$ cat config.mk
export PLATFORM = sky130hd
export DESIGN_NAME = answer_display_flat
export DESIGN_NICKNAME = d
export VERILOG_FILES = /design/src/rtl/answer_display_pkg.sv /design/src/rtl/answer_display_if.sv /design/src/rtl/answer_display_bin2bcd_seq.sv /design/src/rtl/answer_display.sv /design/src/flat_wrapper.sv
export SDC_FILE = /design/constraint.sdc
export NUM_CORES = 1
export LEC_CHECK = 0
export ABC_AREA = 1
export ABC_CLOCK_PERIOD_IN_PS = 2300
export CORE_MARGIN = 3
export CORE_UTILIZATION = 51
export DETAILED_ROUTE_END_ITERATION = 12
export GPL_ROUTABILITY_DRIVEN = 0
export PLACE_DENSITY = 0.76
export SETUP_SLACK_MARGIN = 0.05
export SLEW_MARGIN = 20
export SYNTH_ARGS = -nofsm -noshare
export SYNTH_HDL_FRONTEND = slang
export SYNTH_HIERARCHICAL = 1
export SYNTH_SLANG_ARGS = --single-unit
$ cat constraint.sdc
create_clock -name clk -period 2.3 [get_ports clk]
set_input_delay 0.46 -clock clk [delete_from_list [all_inputs] [get_ports clk]]
set_output_delay 0.46 -clock clk [all_outputs]
set_load 0.05 [all_outputs]
$ cat src/rtl/answer_display_pkg.sv
`default_nettype none
// ============================================================================
//  Module      : answer_display_pkg
//  Description : Shared types, sizes and seven-segment encoding for the
//                answer display block.
//  Revision    : 1.0 - initial release
// ============================================================================
package answer_display_pkg;

   // Converter sequencing states
   typedef enum logic [1:0] {
      ST_IDLE   = 2'd0,
      ST_SHIFT  = 2'd1,
      ST_UPDATE = 2'd2
   } state_t;

   localparam int NUM_DIGITS  = 3;
   localparam int SHIFT_STEPS = 7;

   // High-true gfedcba patterns, entry N is digit N
   localparam logic [6:0] SEG_BLANK = 7'h00;
   localparam logic [9:0][6:0] SEG_LUT = {
      7'h6F, 7'h7F, 7'h07, 7'h7D, 7'h6D,
      7'h66, 7'h4F, 7'h5B, 7'h06, 7'h3F
   };

   // Map a BCD digit to its high-true pattern; non-decimal codes show blank
   function automatic logic [6:0] seg_encode(input logic [3:0] digit);
      logic [6:0] pattern;
      pattern = SEG_BLANK;
      if (digit <= 4'd9) begin
         pattern = SEG_LUT[digit];
      end
      return pattern;
   endfunction

endpackage
`default_nettype wire

$ cat src/rtl/answer_display_if.sv
`default_nettype none
// ============================================================================
//  Module      : answer_display_if
//  Description : Value/strobe input, conversion status and display pins of
//                the answer display block.
//  Revision    : 1.0 - initial release
// ============================================================================
interface answer_display_if;

   logic [6:0]  answer;
   logic        answer_valid;
   logic        busy;
   logic [11:0] bcd;
   logic        bcd_valid;
   logic [6:0]  seg;
   logic [2:0]  an;

   // Producer side: the looper core / testbench
   modport master (
      output answer, answer_valid,
      input  busy, bcd, bcd_valid, seg, an
   );

   // The display block itself
   modport slave (
      input  answer, answer_valid,
      output busy, bcd, bcd_valid, seg, an
   );

endinterface
`default_nettype wire

$ cat src/rtl/answer_display_bin2bcd_seq.sv
`default_nettype none
// ============================================================================
//  Module      : bin2bcd_seq
//  Description : Sequential double-dabble, 7-bit binary to three BCD digits,
//                one shift per clock. done is high for the single cycle in
//                which result carries the finished conversion.
//  Revision    : 1.0 - initial release
// ============================================================================
module bin2bcd_seq
   import answer_display_pkg::*;
(
   input  wire logic        clk,
   input  wire logic        reset,
   input  wire logic        start,
   input  wire logic [6:0]  bin,
   output logic             busy,
   output logic             done,
   output logic [11:0]      result
);

   localparam logic [2:0] STEPS = 3'(SHIFT_STEPS);

   state_t      r_state;
   state_t      w_state_next;
   logic [6:0]  r_shreg;
   logic [11:0] r_scratch;
   logic [2:0]  r_count;
   logic [11:0] w_adjusted;

   // Add 3 to every scratch digit that would overflow past 9 after doubling
   for (genvar i = 0; i < NUM_DIGITS; i++) begin : g_adjust
      assign w_adjusted[4*i +: 4] = (r_scratch[4*i +: 4] >= 4'd5)
                                  ? r_scratch[4*i +: 4] + 4'd3
                                  : r_scratch[4*i +: 4];
   end

   // State register
   always_ff @(posedge clk or posedge reset) begin
      if (reset) begin
         r_state <= ST_IDLE;
      end else begin
         r_state <= w_state_next;
      end
   end

   // Next-state and status outputs
   always_comb begin
      w_state_next = r_state;
      busy         = 1'b0;
      done         = 1'b0;
      case (r_state)
         ST_IDLE: begin
            if (start) begin
               w_state_next = ST_SHIFT;
            end
         end
         ST_SHIFT: begin
            busy = 1'b1;
            if (r_count == 3'd1) begin
               w_state_next = ST_UPDATE;
            end
         end
         ST_UPDATE: begin
            busy         = 1'b1;
            done         = 1'b1;
            w_state_next = ST_IDLE;
         end
         default: begin
            w_state_next = ST_IDLE;
         end
      endcase
   end

   // Shift register, BCD scratch and step counter
   always_ff @(posedge clk or posedge reset) begin
      if (reset) begin
         r_shreg   <= '0;
         r_scratch <= '0;
         r_count   <= '0;
      end else if (r_state == ST_IDLE && start) begin
         r_shreg   <= bin;
         r_scratch <= '0;
         r_count   <= STEPS;
      end else if (r_state == ST_SHIFT) begin
         r_scratch <= {w_adjusted[10:0], r_shreg[6]};
         r_shreg   <= {r_shreg[5:0], 1'b0};
         r_count   <= r_count - 3'd1;
      end
   end

   assign result = r_scratch;

endmodule
`default_nettype wire

$ cat src/rtl/answer_display.sv
`default_nettype none
// ============================================================================
//  Module      : answer_display
//  Description : Captures a 7-bit answer, converts it to BCD and drives a
//                multiplexed 3-digit seven-segment display with leading-zero
//                blanking.
//  Revision    : 1.0 - initial release
// ============================================================================
module answer_display
   import answer_display_pkg::*;
#(
   parameter int SCAN_DIV       = 1000,
   parameter bit SEG_ACTIVE_LOW = 1'b1
)
(
   input  wire logic          clk,
   input  wire logic          reset,
   answer_display_if.slave    bus
);

   localparam int              DIV_W    = $clog2(SCAN_DIV);
   localparam logic [DIV_W-1:0] DIV_LAST = DIV_W'(SCAN_DIV - 1);
   localparam logic [6:0]      SEG_OFF  = SEG_ACTIVE_LOW ? ~SEG_BLANK : SEG_BLANK;

   logic             w_conv_busy;
   logic             w_conv_done;
   logic [11:0]      w_conv_result;

   logic [11:0]      r_bcd;
   logic             r_bcd_valid;
   logic             r_loaded;
   logic [DIV_W-1:0] r_div;
   logic [1:0]       r_digit;
   logic [2:0]       r_an;
   logic [6:0]       r_seg;

   logic             w_wrap;
   logic [1:0]       w_digit_next;
   logic [3:0]       w_digit_val;
   logic             w_blank;
   logic [6:0]       w_seg_true;

   // Strobes arriving while busy are ignored inside the converter
   bin2bcd_seq u_bin2bcd (
      .clk    (clk),
      .reset  (reset),
      .start  (bus.answer_valid),
      .bin    (bus.answer),
      .busy   (w_conv_busy),
      .done   (w_conv_done),
      .result (w_conv_result)
   );

   // Publish the finished conversion and remember that something is shown
   always_ff @(posedge clk or posedge reset) begin
      if (reset) begin
         r_bcd       <= '0;
         r_bcd_valid <= 1'b0;
         r_loaded    <= 1'b0;
      end else begin
         r_bcd_valid <= w_conv_done;
         if (w_conv_done) begin
            r_bcd    <= w_conv_result;
            r_loaded <= 1'b1;
         end
      end
   end

   assign w_wrap       = (r_div == DIV_LAST);
   assign w_digit_next = !w_wrap          ? r_digit :
                         (r_digit == 2'd2) ? 2'd0    : r_digit + 2'd1;

   // Pattern for the digit that will be enabled after this edge
   always_comb begin
      w_digit_val = r_bcd[3:0];
      w_blank     = !r_loaded;
      case (w_digit_next)
         2'd1: begin
            w_digit_val = r_bcd[7:4];
            w_blank     = !r_loaded || (r_bcd[11:4] == 8'h00);
         end
         2'd2: begin
            w_digit_val = r_bcd[11:8];
            w_blank     = !r_loaded || (r_bcd[11:8] == 4'h0);
         end
         default: begin
            w_digit_val = r_bcd[3:0];
            w_blank     = !r_loaded;
         end
      endcase
      w_seg_true = w_blank ? SEG_BLANK : seg_encode(w_digit_val);
   end

   // Free-running digit scan; seg is registered alongside an
   always_ff @(posedge clk or posedge reset) begin
      if (reset) begin
         r_div   <= '0;
         r_digit <= 2'd0;
         r_an    <= 3'b001;
         r_seg   <= SEG_OFF;
      end else begin
         r_div   <= w_wrap ? '0 : r_div + DIV_W'(1);
         r_digit <= w_digit_next;
         if (w_wrap) begin
            r_an <= {r_an[1:0], r_an[2]};
         end
         r_seg <= SEG_ACTIVE_LOW ? ~w_seg_true : w_seg_true;
      end
   end

   assign bus.busy      = w_conv_busy;
   assign bus.bcd       = r_bcd;
   assign bus.bcd_valid = r_bcd_valid;
   assign bus.seg       = r_seg;
   assign bus.an        = r_an;

endmodule
`default_nettype wire

$ cat src/flat_wrapper.sv
// flat-port wrapper written by rule: the top's interface ports become plain ports
module answer_display_flat import answer_display_pkg::*;
#(
   parameter int SCAN_DIV       = 1000,
   parameter bit SEG_ACTIVE_LOW = 1'b1
)
  (clk, reset, bus_answer, bus_answer_valid, bus_busy, bus_bcd, bus_bcd_valid, bus_seg, bus_an);
  answer_display_if bus_i ();
  input  wire logic clk;
  input  wire logic reset;
  input wire logic [$bits(bus_i.answer)-1:0] bus_answer;
  input wire logic [$bits(bus_i.answer_valid)-1:0] bus_answer_valid;
  output wire logic [$bits(bus_i.busy)-1:0] bus_busy;
  output wire logic [$bits(bus_i.bcd)-1:0] bus_bcd;
  output wire logic [$bits(bus_i.bcd_valid)-1:0] bus_bcd_valid;
  output wire logic [$bits(bus_i.seg)-1:0] bus_seg;
  output wire logic [$bits(bus_i.an)-1:0] bus_an;
  assign bus_i.answer = bus_answer;
  assign bus_i.answer_valid = bus_answer_valid;
  assign bus_busy = bus_i.busy;
  assign bus_bcd = bus_i.bcd;
  assign bus_bcd_valid = bus_i.bcd_valid;
  assign bus_seg = bus_i.seg;
  assign bus_an = bus_i.an;
  answer_display #(.SCAN_DIV(SCAN_DIV), .SEG_ACTIVE_LOW(SEG_ACTIVE_LOW)) u_core (.clk(clk), .reset(reset), .bus(bus_i));
endmodule
# [Word level (Yosys, flattened, before mapping)]
# Memory sizes are Yosys's and may differ from the RTL's.
# Index checks and enable logic that the tools add are counted.
[totals] register_bits=60 mem_bits_ro=112 inputBits=10 out_inout_bits=24 elab_cells=65 memories=1
[op_classes] n_addsub=6 order_cmp=5 eq_ne=9 n_mux=22 bitwise=1 n_reduce_logical=10
[mem_list] name="(name not given)" words=16 word_bits=7 read_ports=1 rd_ports_with_merged_regs=0 wr=0 line_no="answer_display_pkg.sv:32" text="pattern = SEG_LUT[digit];"
[ops] operator="7-bit 2-to-1 mux" n=5
[ops] operator="12-bit 2-to-1 mux" n=2
[ops] operator="4-bit by 3-bit greater-or-equal comparator with 1-bit output (second input constant)" n=3
[ops] operator="10-bit by 1-bit adder with 10-bit output (second input constant)" n=1
[ops] operator="10-bit == test (second input constant)" n=1
[ops] operator="10-bit 2-to-1 mux" n=1
[ops] operator="3-bit 2-to-1 mux" n=3
[ops] operator="4-bit by 2-bit adder with 4-bit output (second input constant)" n=2
[ops] operator="8-bit logical NOT" n=1
[ops] operator="2-bit 2-to-1 mux" n=4
[ops] operator="4-bit 2-to-1 mux" n=2
[ops] operator="4-bit one-hot mux with 2 select lines" n=1
[ops] operator="7-bit inverter" n=1
[ops] operator="2-bit == test (second input constant)" n=3
[ops] operator="4-bit by 5-bit less-than comparator with 1-bit output (second input constant)" n=1
[ops] operator="2-bit by 1-bit == test with 1-bit output (second input constant)" n=2
[ops] operator="4-bit <= comparator (second input constant)" n=1
[ops] operator="4-bit logical NOT" n=1
[ops] operator="2-bit != test (second input constant)" n=2
[ops] operator="2-bit one-hot mux with 2 select lines" n=1
[ops] operator="3-bit by 2-bit adder with 3-bit output (second input constant)" n=1
[ops] operator="3-bit by 1-bit == test with 1-bit output (second input constant)" n=1
[ops] operator="3-bit by 1-bit subtractor with 3-bit output (second input constant)" n=1
[ops] operator="2-bit by 1-bit adder with 2-bit output (second input constant)" n=1
[ops] operator="9 further kinds" n=11

# [Longest topological paths before layout]
# Gate-level depths: netlist of the first run.
[depth] word_depth=10 depth_mapped=19 depth_no_buf=19

# [By module]
# Netlist of the first run, hierarchy kept.
[by_module_without_submodules] module="answer_display" n_inst=1 cells_each=214 area_each_um2=1771.7 seq_area_each_um2=910.9
[by_module_without_submodules] module="bin2bcd_seq" n_inst=1 cells_each=168 area_each_um2=1401.3 seq_area_each_um2=600.6

# [Least setup slack after synthesis of the first run]
# No wires, ideal clock.
[synth_timing] path_type="reg-to-reg" startpoint="register u_core.r_div[0]" endpoint="register u_core.r_seg[1] (netlist: u_core/bus.seg[1])" setup_ns=0.060 t_arrival_ns=2.377 required_time_ns=2.240 path_slack_ns=-0.137 path_stages_with_launch=16 path_buffers=1 synth_period_minus_slack_ns=2.437 path_cell_list="dfrtp_1 ha_1 nand2_2 nor3_2 nand3_2 buf_6 nand2_1 nand2_1 ha_1 inv_2 nand2_1 nand2_1 inv_1 ha_1 or2_0 nand2_1"
[synth_via] elab_chain_len=9 elab_cells_between_ends=12 classes_between="order compare (1); eq/ne (3); mux (6); bitwise (1); memory (1)"
[synth_rtl] element="start, declared" line_no="answer_display.sv:32" text="logic [DIV_W-1:0] r_div;"
[synth_rtl] element="start signal, assigned" line_no="answer_display.sv:102" text="r_div <= w_wrap ? '0 : r_div + DIV_W'(1);"
[synth_rtl] element="10-bit == test (*)" line_no="answer_display.sv:69" text="assign w_wrap = (r_div == DIV_LAST);"
[synth_rtl] element="2-bit 2-to-1 mux (*)" line_no="answer_display.sv:70" text="assign w_digit_next = !w_wrap ? r_digit :"
[synth_rtl] element="via u_core.w_digit_next[1]" line_no="answer_display.sv:38" text="logic [1:0] w_digit_next;"
[synth_rtl] element="2-bit == test / 2-bit by 1-bit == test with 1-bit output (equally long branches)" line_no="answer_display.sv:77" text="case (w_digit_next)"
[synth_rtl] element="4-bit one-hot mux with 2 select lines" line_no="answer_display.sv:77"
[synth_rtl] element="memory 16 x 7 bit"
[synth_rtl] element="7-bit 2-to-1 mux (implied by the code)" line_no="answer_display_pkg.sv:32"
[synth_rtl] element="7-bit 2-to-1 mux" line_no="answer_display_pkg.sv:31" text="if (digit <= 4'd9) begin"
[synth_rtl] element="7-bit 2-to-1 mux (*)" line_no="answer_display.sv:91" text="w_seg_true = w_blank ? SEG_BLANK : seg_encode(w_digit_val);"
[synth_rtl] element="7-bit inverter (*)" line_no="answer_display.sv:107" text="r_seg <= SEG_ACTIVE_LOW ? ~w_seg_true : w_seg_true;"
[synth_rtl] element="end signal, assigned" line_no="answer_display.sv:107"
[synth_rtl] element="end, declared" line_no="answer_display.sv:35" text="logic [6:0] r_seg;"
# Mark *: on every way through the listed nets, which the timed path passes. The rest lies on a longest branch. The select of a mux whose other input is x is not followed.
# A chain may end at the register's enable or synchronous reset.

# [Final worst setup path of the first run]
[layout_timing] startpoint="register u_core.r_div[1]" endpoint="register u_core.r_seg[1] (netlist: u_core/bus.seg[1])"
[layout_via] elab_chain_len=9 elab_cells_between_ends=12 classes_between="order compare (1); eq/ne (3); mux (6); bitwise (1); memory (1)"
[layout_rtl] element="10-bit == test (*)" line_no="answer_display.sv:69"
[layout_rtl] element="2-bit 2-to-1 mux (*)" line_no="answer_display.sv:70"
[layout_rtl] element="2-bit == test / 2-bit by 1-bit == test with 1-bit output (equally long branches)" line_no="answer_display.sv:77"
[layout_rtl] element="4-bit one-hot mux with 2 select lines" line_no="answer_display.sv:77"
[layout_rtl] element="memory 16 x 7 bit"
[layout_rtl] element="7-bit 2-to-1 mux (implied by the code)" line_no="answer_display_pkg.sv:32"
[layout_rtl] element="7-bit 2-to-1 mux" line_no="answer_display_pkg.sv:31"
[layout_rtl] element="7-bit 2-to-1 mux (*)" line_no="answer_display.sv:91"
[layout_rtl] element="7-bit inverter (*)" line_no="answer_display.sv:107"
# Mark *: on every way between the ends. The rest lies on a longest branch, timed or not. The select of a mux whose other input is x is not followed.

==> results, run 1 <==
- Setup repair after global routing could not meet its margin everywhere.
- The synthesized netlist cell count is 382.
- In this run, distinct cell masters in the synthesized netlist total 33.
- The hold path startpoint is u_core/u_bin2bcd/r_shreg[5].
- The remaining max-slew budget at the tightest pin is 65.6%.
- The number of global-route vias before repair was 2646.
- The top cell type by area accounts for 41.0% of the synthesized area.
- The diode insertion count for antenna repair is 0.
- The die is 84.9 um wide.
- The clock skew is between 0.007 and 0.008 ns.
- The post-route netlist has 20.9% of its cells at a drive strength greater than 1.
- Before antenna repair, the detailed router went through 4 iterations.
- The pre-CTS setup slack is -0.0976 ns.
- The worst setup slack for register-to-register paths is 0.01 ns.
- The peak supply drop is 0.878 mV.
- The initial antenna violation count is 0.
- Along the worst hold path, the cell count comes to 2.
- After detailed placement, the design holds a cell count of 493.
- In the final layout, the multi-input gates occupy between 0.0015 and 0.002 sq mm.
- The required time of the critical path is 2.58 ns.
- For this design the top-level I/O count stands at 34.
- For this run, the number of Yosys warnings is 6.
- The number of hold buffers added after cts is 0.
- The overall die height is 84.9 um.
- Setup violations remaining at the end of the flow were counted as 0.
- The post-synthesis sequential element count is 60.
- The worst setup path is launched from a flop.
- After the first detailed-routing iteration, the DRC count stood at 169.
- The startpoint identified for the worst register-to-register timing path is u_core/r_div[1].
- The number of hold violations in the final report was 0.
- The cell type with the largest total area after synthesis is sky130_fd_sc_hd__dfrtp_1.
- The via count normalized by instance count is a little over 5.
- TritonCTS built the clock tree.
- The total power is 3.94 mW.
- The cell at the root of the clock tree is sky130_fd_sc_hd__clkbuf_8.
- The floorplan step defined a die boundary enclosing approximately 0.007 sq mm.
- The routed layout has 2690 vias.
- In this run the cell area of the synthesized design comes to around 0.0032 sq mm.
- In this run the deepest clock path goes through 2 buffers.
- The total congestion overflow is 0.
- The core region is 0.00596 sq mm.
- STA classifies the critical path endpoint as a flop.
- The max-capacitance violation count is 0.
- The later pin in the worst-skew pair is clocked with a latency of about 0.34 ns.
- After clock tree synthesis, the clock-pin slew on the worst setup and hold paths is 0.07 ns.
- The count of clock tree sinks is 60.
- A synthesized cell averages 8.31 sq um.
- The number of buffers created by CTS is 9.
- The number of levels in the clock H-tree is 3.
- The min-delay analysis places its worst path in the category reg -> reg.
- The post-route antenna net violation count is 0.
- For this design, the slowest cell found on the critical path is sky130_fd_sc_hd__dfrtp_1.
- The sequential element share of the synthesized area is approximately 48%.
- The number of nets in the layout is 469.
- The hold path endpoint is u_core/u_bin2bcd/r_shreg[6].
- The final critical-path setup slack is 0.0113 ns.
- The initial utilization of the core area, before any placement, comes to approximately 53%.
- The average wire per standard cell is about 13 um.
- The minimum period implied by the final worst setup slack is ~2.3 ns.
- Entering global routing, the biggest net connects 37 pins.
- The final worst-path cycle share is 99.5%.
- The post-layout instance area is between 0.004 and 0.005 sq mm.
- The layout filler cell count is 478.
- Traced cell by cell, the critical path runs through ha_4, nand2_4, nor3_4, nand3_4, buf_6, nand2_1, o21ai_2, ha_4, nand2_1, nand2_1, nand2_2, nand2_2, inv_2, ha_4, or2_0, nand2_1.
- The leakage power is 2.00 nW.
- For this run, the number of standard cells in the final layout without fillers is around 520.
- The area growth from synthesis to layout is 28.0%.
- Summing all flip-flop and latch instances after layout gives about 0.0015 sq mm.
- The total routing resource utilization after global routing is approximately 20%.
- After detailed routing, the number of remaining DRC violations is 0.
- When the netlist entered floorplanning its net count stood at 410.
- The first global-routing pass estimated 11600 um of wire.
- The critical path start-end classification is reg -> reg.
- The core utilization of the finished layout is 68.2%.
- At the pin with the least slew margin, the transition time is just over 0.5 ns.
- Of all nets on the critical path, the largest fanout is 6.
- Final hold analysis gives a worst-case slack of 0.485 ns.
- The most numerous cell on the critical path is sky130_fd_sc_hd__nand2_1.
- The flow ran to the end, and the final reports show no timing, DRC or antenna violations.
- The half-perimeter wire length after placement is about 4600 um.
- After synthesis, the cell types taking the most area are sky130_fd_sc_hd__dfrtp_1 41%, sky130_fd_sc_hd__nand2_1 17%, sky130_fd_sc_hd__ha_1 7.1%.
- The critical path arrival is approximately 2.6 ns.
- The max-slew violation count came to 0.
- The aggregate negative setup slack is 0 ns.
- The highest clock rate is 0.437 GHz.
- The final wirelength is approximately 7000 um.
- The count of cells along the worst register-to-register path is 16.
- Power spread over the standard cell area amounts to between 900 and 1000 mW/mm^2.
- The count of buffers inserted at the top-level ports is 33.
- After floorplanning, the core was divided into 28 placement rows.
- In this run the critical register-to-register path is captured at u_core/bus.seg[1].
- Summing all placed instances gives a cell area of 0.00364 sq mm.
- The largest single stage delay on the critical path is 0.40 ns.
## metal layers
metal / track usage [%] / wire (um) / part of all wire [%] / up-vias
li1: - / - / - / 1328
met1: 24.6 / 3030 / 43 / 1273
met2: 33.5 / 3570 / 51 / 79
met3: 5.34 / 318 / 4.5 / 10
met4: 8.35 / 91 / 1.3 / 0
met5: 0 / 0 / 0 / -
## critical path, delay by kind of cell, from the launching register on
kind / cells / cell delay (ns)
AND/OR/NAND/NOR: 10 / 0.96
adder cells (fa/ha/maj): 3 / 0.54
flip-flops: 1 / 0.40
buffers and inverters: 2 / 0.24
AO/OA/AOI/OAI: 1 / 0.08
## cells in the final DEF, fill, tap and decap left out, drive strengths merged, types with 14 or more instances in the layout
master,n
inv,48
nand2,150
o21ai,24
dfrtp,52
buf,21
ha,18
nor2,16
nand3,29
clkdlybuf4s50,32
clkbuf,14
## worst max path at each step
stage                         to             from
2_1_floorplan  u_core/bus.seg[1]  u_core/r_div[1]
3_3_place_gp   u_core/bus.seg[1]  u_core/r_div[1]
3_5_place_dp   u_core/bus.seg[1]  u_core/r_div[1]
4_1_cts        u_core/bus.seg[1]  u_core/r_div[1]
5_1_grt        u_core/bus.seg[1]  u_core/r_div[1]
6_report       u_core/bus.seg[1]  u_core/r_div[1]
## logic make-up (layout without fill, tap and decap cells)
group	Yosys count	in the layout	share of synthesized area [%]
compound gates	41	41	7.61
flops	60	60	47.6
buf+inv	53	117	7.29
fa+ha+maj	18	18	7.10
xor+xnor	4	4	1.10
mux	1	1	0.355
simple gates	205	205	28.9
## flip-flops by register name (all words and copies together) (netlist names)
register / flops
u_core/r_div: 10
u_core/r_digit: 2
u_core/u_bin2bcd/r_state: 2
u_core/r_loaded: 1
u_core/bus.bcd: 12
u_core/bus.an: 3
u_core/u_bin2bcd/r_shreg: 7
u_core/bus.seg: 7
u_core/u_bin2bcd/result: 12
u_core/u_bin2bcd/r_count: 3
u_core/bus.bcd_valid: 1
## cell type report
class	count	area share, %
multi-input cells	269	39.3
repair buffers	53	12.4
flip-flops and latches	60	37.2
well taps	75	2.31
clock inverters	2	0.246
clock buffers	14	3.76
inverters	48	4.74
## timing repair
| item | CTS | global route |
|---|---|---|
| setup buffers | 8 | 4 |
| gates resized for setup | 12 | 24 |
| pin swaps | 12 | 15 |
| setup endpoints to repair | 7 | 7 |
## power breakdown
group	total, mW	internal [mW]	switching, mW	leakage, nW
Sequential	1.41	1.29	0.129	0.763
Clock	0.824	0.419	0.405	0.0844
Combinational	1.70	0.587	1.11	1.15
Total	3.94	2.29	1.65	2.00
## synthesized netlist by cell type
cell type / count
sky130_fd_sc_hd__nor3_2: 1
sky130_fd_sc_hd__xor2_1: 4
sky130_fd_sc_hd__nand4_1: 6
sky130_fd_sc_hd__dfrtp_1: 52
sky130_fd_sc_hd__or2_0: 1
sky130_fd_sc_hd__o21ai_2: 2
sky130_fd_sc_hd__nor2_1: 13
sky130_fd_sc_hd__inv_6: 1
sky130_fd_sc_hd__a22o_2: 1
sky130_fd_sc_hd__nand2_4: 3
sky130_fd_sc_hd__nand3_1: 24
sky130_fd_sc_hd__a21oi_1: 7
sky130_fd_sc_hd__o21bai_1: 4
sky130_fd_sc_hd__a22oi_2: 1
sky130_fd_sc_hd__ha_1: 18
sky130_fd_sc_hd__a21o_1: 1
sky130_fd_sc_hd__nor3b_2: 1
sky130_fd_sc_hd__nor2_8: 1
sky130_fd_sc_hd__buf_8: 1
sky130_fd_sc_hd__inv_1: 42
sky130_fd_sc_hd__dfstp_2: 8
sky130_fd_sc_hd__clkbuf_1: 2
sky130_fd_sc_hd__or2_2: 1
sky130_fd_sc_hd__clkinv_2: 1
sky130_fd_sc_hd__nor2_2: 2
sky130_fd_sc_hd__inv_2: 4
sky130_fd_sc_hd__buf_6: 2
sky130_fd_sc_hd__nand2_1: 144
sky130_fd_sc_hd__mux2_2: 1
sky130_fd_sc_hd__o21ai_0: 22
sky130_fd_sc_hd__nand2_2: 3
sky130_fd_sc_hd__nand3_2: 5
sky130_fd_sc_hd__o22ai_1: 3
No activity file was read; power rests on OpenSTA's default activity.
==> run 2: changes to the inputs <==
--- a/config.mk
+++ b/config.mk
@@ -5,7 +5,6 @@
 export SDC_FILE = /design/constraint.sdc
 export NUM_CORES = 1
 export LEC_CHECK = 0
-export ABC_AREA = 1
 export ABC_CLOCK_PERIOD_IN_PS = 2300
 export CORE_MARGIN = 3
 export CORE_UTILIZATION = 51
==> results, run 2 <==
- The run finished, with violations left.
- The checks that failed: negative setup slack.
- The overall die width was 84.9 um (about the same).
- The final wirelength is 6840 um (-2.5%).
- The worst setup path is launched from a flop.
- The worst reg2reg path endpoint is u_core/bus.seg[3].
- The number of global-route vias before repair was 2467 (-6.8%).
- The final critical-path setup slack is -0.406 ns (-0.418 ns).
- The fraction of final layout cells sized beyond drive strength 1 came to 28.2% (+7.4 points).
- The half-perimeter wire length after placement came to 4670 um (+2.2%).
- The post-synthesis sequential element count is 60 (unchanged).
- The required time of the critical path came to 2.55 ns (-0.03 ns).
- The fraction of synthesized cell area taken by the top area cell type was 41.0% (-0.048 points).
- In the post-synthesis netlist, the cell with the most instances is sky130_fd_sc_hd__dfrtp_1.
- Sorting the synthesized cells by area gives the leading types as sky130_fd_sc_hd__dfrtp_1 41%, sky130_fd_sc_hd__ha_1 7.1%, sky130_fd_sc_hd__dfstp_2 6.6%.
- The total power is 5.21 mW (+32%).
- The clock skew is 0.00518 ns (-0.00279 ns).
- The synthesized design spends more area on one cell type than any other, namely sky130_fd_sc_hd__dfrtp_1.
- The async set or reset register ratio after synthesis came to 100% (unchanged).
- The clock insertion delay at the later pin of the skew report is 0.33 ns (about the same).
- The DRC marker count from the first detailed-route iteration is 129 (-24%).
- The cell depth of the worst min-delay path is 1 (-1).
- The count of clock tree sinks is 60 (unchanged).
- The cell area power density came to 1270 mW/mm^2 (+31%).
- The number of hold violations in the final report is 0 (unchanged).
- The synthesized netlist net count is 322 (-21%).
- The top-level I/O count is 34 (unchanged).
- The worst setup path is captured at a flop.
- The number of setup violations in the final report is 7 (+7).
- The area enclosed by the die boundary is 0.00721 sq mm (+0.12%).
- The sequential cell area in the final layout was 0.00151 sq mm (unchanged).
- The maximum buffer depth of the clock tree is 2 (unchanged).
- The area added between synthesis and finish is 29.0%.
- The layout filler cell count is 432 (-9.6%).
- The cell area after technology mapping is 0.00318 sq mm (+0.12%).
- The number of hold buffers added after cts is 0 (unchanged).
- The peak supply drop came to 0.780 mV (-11%).
- The tightest min-delay check is of the reg -> reg type.
- TritonCTS built the clock tree.
- The number of standard-cell rows in the floorplan is 28 (unchanged).
- The count of yosys warnings during synthesis is 6 (unchanged).
- The total routing resource utilization after global routing is 19.9% (-0.12 points).
- The top flip-flop cell by instance count after synthesis is sky130_fd_sc_hd__dfrtp_1.
- The max-slew violation count is 0 (unchanged).
- The global-route wire length before repair is 11500 um (-0.18%).
- The initial cell density of the core was 53.0% (-0.25 points).
- The number of search-and-repair iterations in the first detailed-routing pass is 4 (unchanged).
- The initial antenna violation count was 0 (unchanged).
- The count of buffers inserted at the top-level ports came to 33 (unchanged).
- The total placed cells including tap cells was 418 (-15%).
- The area of the core region came to 0.00599 sq mm (+0.59%).
- The number of nets in the layout is 388 (-17%).
- The sequential element share of the synthesized area was 47.6% (-0.056 points).
- The total congestion overflow is 0 (unchanged).
- The count of cells along the worst register-to-register path was 12 (-4).
- The path with the worst hold slack has its endpoint at u_core/r_loaded.
- The number of buffers created by CTS is 9 (unchanged).
- The post-route non-filler standard cell count is 440 (-16%).
- The CTS clock-pin slew for the worst setup and hold paths is 0.07 ns (about the same).
- The number of flops mapped to enable cells by yosys was 0 (unchanged).
- The via count of the routed design is 2422 (-10%).
- The final worst-path cycle share is 118% (+18 points).
- The pin count of the biggest net entering global routing is 37 (unchanged).
- The leakage power is 1.83 nW (-8.5%).
- The minimum period implied by the final worst setup slack is 2.71 ns (+0.418 ns).
- The synthesized netlist cell count is 294 (-23%).
- The diode insertion count for antenna repair is 0 (unchanged).
- The average wire per standard cell is 15.5 um (+15%).
- The multi-input gate area in the final layout is 0.00163 sq mm (+2.0%).
- The remaining max-slew budget at the tightest pin is 60.2% (-5.5 points).
- The peak fanout along the critical path came to 6 (unchanged).
- The via count normalized by instance count is 5.50 (+6.6%).
- The worst setup slack for register-to-register paths is -0.41 ns (-0.42 ns).
- The critical path arrival is 2.96 ns (+0.39 ns).
- The number of levels in the clock H-tree came to 3 (unchanged).
- The hold path startpoint is u_core/r_loaded.
- The number of distinct library cells after synthesis is 54 (+64%).
- The origin of the critical flop-to-flop path is u_core/r_div[1].
- The worst setup path is of the reg -> reg kind.
- The max-capacitance violation count is 0 (unchanged).
- The library cell used most frequently in the layout, excluding fill and tap cells, is sky130_fd_sc_hd__dfrtp_1.
- The commonest cells after synthesis are 52 x sky130_fd_sc_hd__dfrtp_1, 28 x sky130_fd_sc_hd__nand2_1, 19 x sky130_fd_sc_hd__o21ai_0.
- The average cell area after synthesis is 10.8 sq um (+30%).
- The highest clock rate is 0.370 GHz (-15%).
- The cell at the root of the clock tree is sky130_fd_sc_hd__clkbuf_8.
- The transition time of the tightest slew-check pin is 0.598 ns (+0.0836 ns).
- The post-route antenna net violation count is 0 (unchanged).
- Setup repair after global routing could not meet its margin everywhere.
- The overall die height is 84.9 um (about the same).
- The remaining routing DRC violations is 0 (unchanged).
- The top cell types in the final layout, fill and taps aside, are 52 x sky130_fd_sc_hd__dfrtp_1, 34 x sky130_fd_sc_hd__buf_4, 32 x sky130_fd_sc_hd__clkdlybuf4s50_1.
==> run 2: changes by cell type after synthesis, moves of 8 or more <==
cell                       change
sky130_fd_sc_hd__mux2_2       +16
sky130_fd_sc_hd__nand2_1     -116
sky130_fd_sc_hd__mux2i_1       +8
sky130_fd_sc_hd__nand3_1      -15
sky130_fd_sc_hd__nand2b_1      +8
sky130_fd_sc_hd__inv_1        -26
==> run 2: area by class of cell <==
cell class              count  share of cell area (%)
inverters                  16                    1.47
clock inverters             1                   0.733
repair buffers             68                    14.6
well taps                  75                    2.29
clock buffers              15                    4.30
flip-flops and latches     60                    36.9
multi-input cells         205                    39.7
==> run 2: timing repair <==
item	in CTS	in global routing
endpoints found under the setup margin	7	7
pin swaps	1	3
gates resized for setup	9	8
setup buffers	3	3
==> run 2: routing by layer <==
| layer | part of all wire [%] | vias up | global-route usage (%) |
|---|---|---|---|
| met5 | 0 | - | 0 |
| met3 | 3.6 | 10 | 3.88 |
| met4 | 1.4 | 0 | 9.06 |
| met2 | 51 | 53 | 33.9 |
| li1 | - | 1178 | - |
| met1 | 45 | 1181 | 24.5 |
==> run 2: per-stage QoR <==
step	TNS, ns	setup slack, ns	cell area, sq um	util, %	hold WS [ns]
floorplan	-2.09	-0.539	3240	-	0.461
global placement	-1.28	-0.263	3780	63.1	0.473
detailed placement	-1.99	-0.377	3780	63.1	0.477
CTS	-1.85	-0.358	4050	67.5	0.494
global route	-2.85	-0.485	4100	68.4	0.515
finish	-2.30	-0.406	4100	68.4	0.502
==> run 2: critical path, stage by stage (launching register included) <==
cell and delay (ns):
sky130_fd_sc_hd__dfrtp_1 0.42, sky130_fd_sc_hd__ha_4 0.19, sky130_fd_sc_hd__nand4b_4 0.10, sky130_fd_sc_hd__nor3_4 0.05, sky130_fd_sc_hd__buf_6 0.12, sky130_fd_sc_hd__buf_4 0.12, sky130_fd_sc_hd__mux2_4 0.27, sky130_fd_sc_hd__ha_4 0.24
sky130_fd_sc_hd__a221o_1 0.30, sky130_fd_sc_hd__and2_4 0.17, sky130_fd_sc_hd__ha_4 0.15, sky130_fd_sc_hd__or3_4 0.33, sky130_fd_sc_hd__o211ai_1 0.16
==> run 2: power by group <==
group          internal, mW  switching (mW)
Sequential             1.41           0.338
Clock                 0.592           0.398
Combinational          1.05            1.42
Total                  3.05            2.16
==> run 2: worst max path at each step <==
stage / from / endpoint / slack (ns) / depth (start not counted)
2_1_floorplan: u_core/r_div[0] / u_core/bus.seg[3] / -0.54 / 13
4_1_cts: u_core/r_div[1] / u_core/bus.seg[3] / -0.36 / 11
3_3_place_gp: u_core/r_div[1] / u_core/bus.seg[3] / -0.26 / 12
3_5_place_dp: u_core/r_div[1] / u_core/bus.seg[3] / -0.38 / 12
5_1_grt: u_core/r_div[1] / u_core/bus.seg[3] / -0.48 / 11
6_report: u_core/r_div[1] / u_core/bus.seg[3] / -0.41 / 12
==> run 2: logic make-up after synthesis <==
kind of cell / synth area share, %
fa+ha+maj: 7.09
compound gates: 13.9
mux: 8.55
buf+inv: 4.96
flops: 47.6
xor+xnor: 2.21
simple gates: 15.8
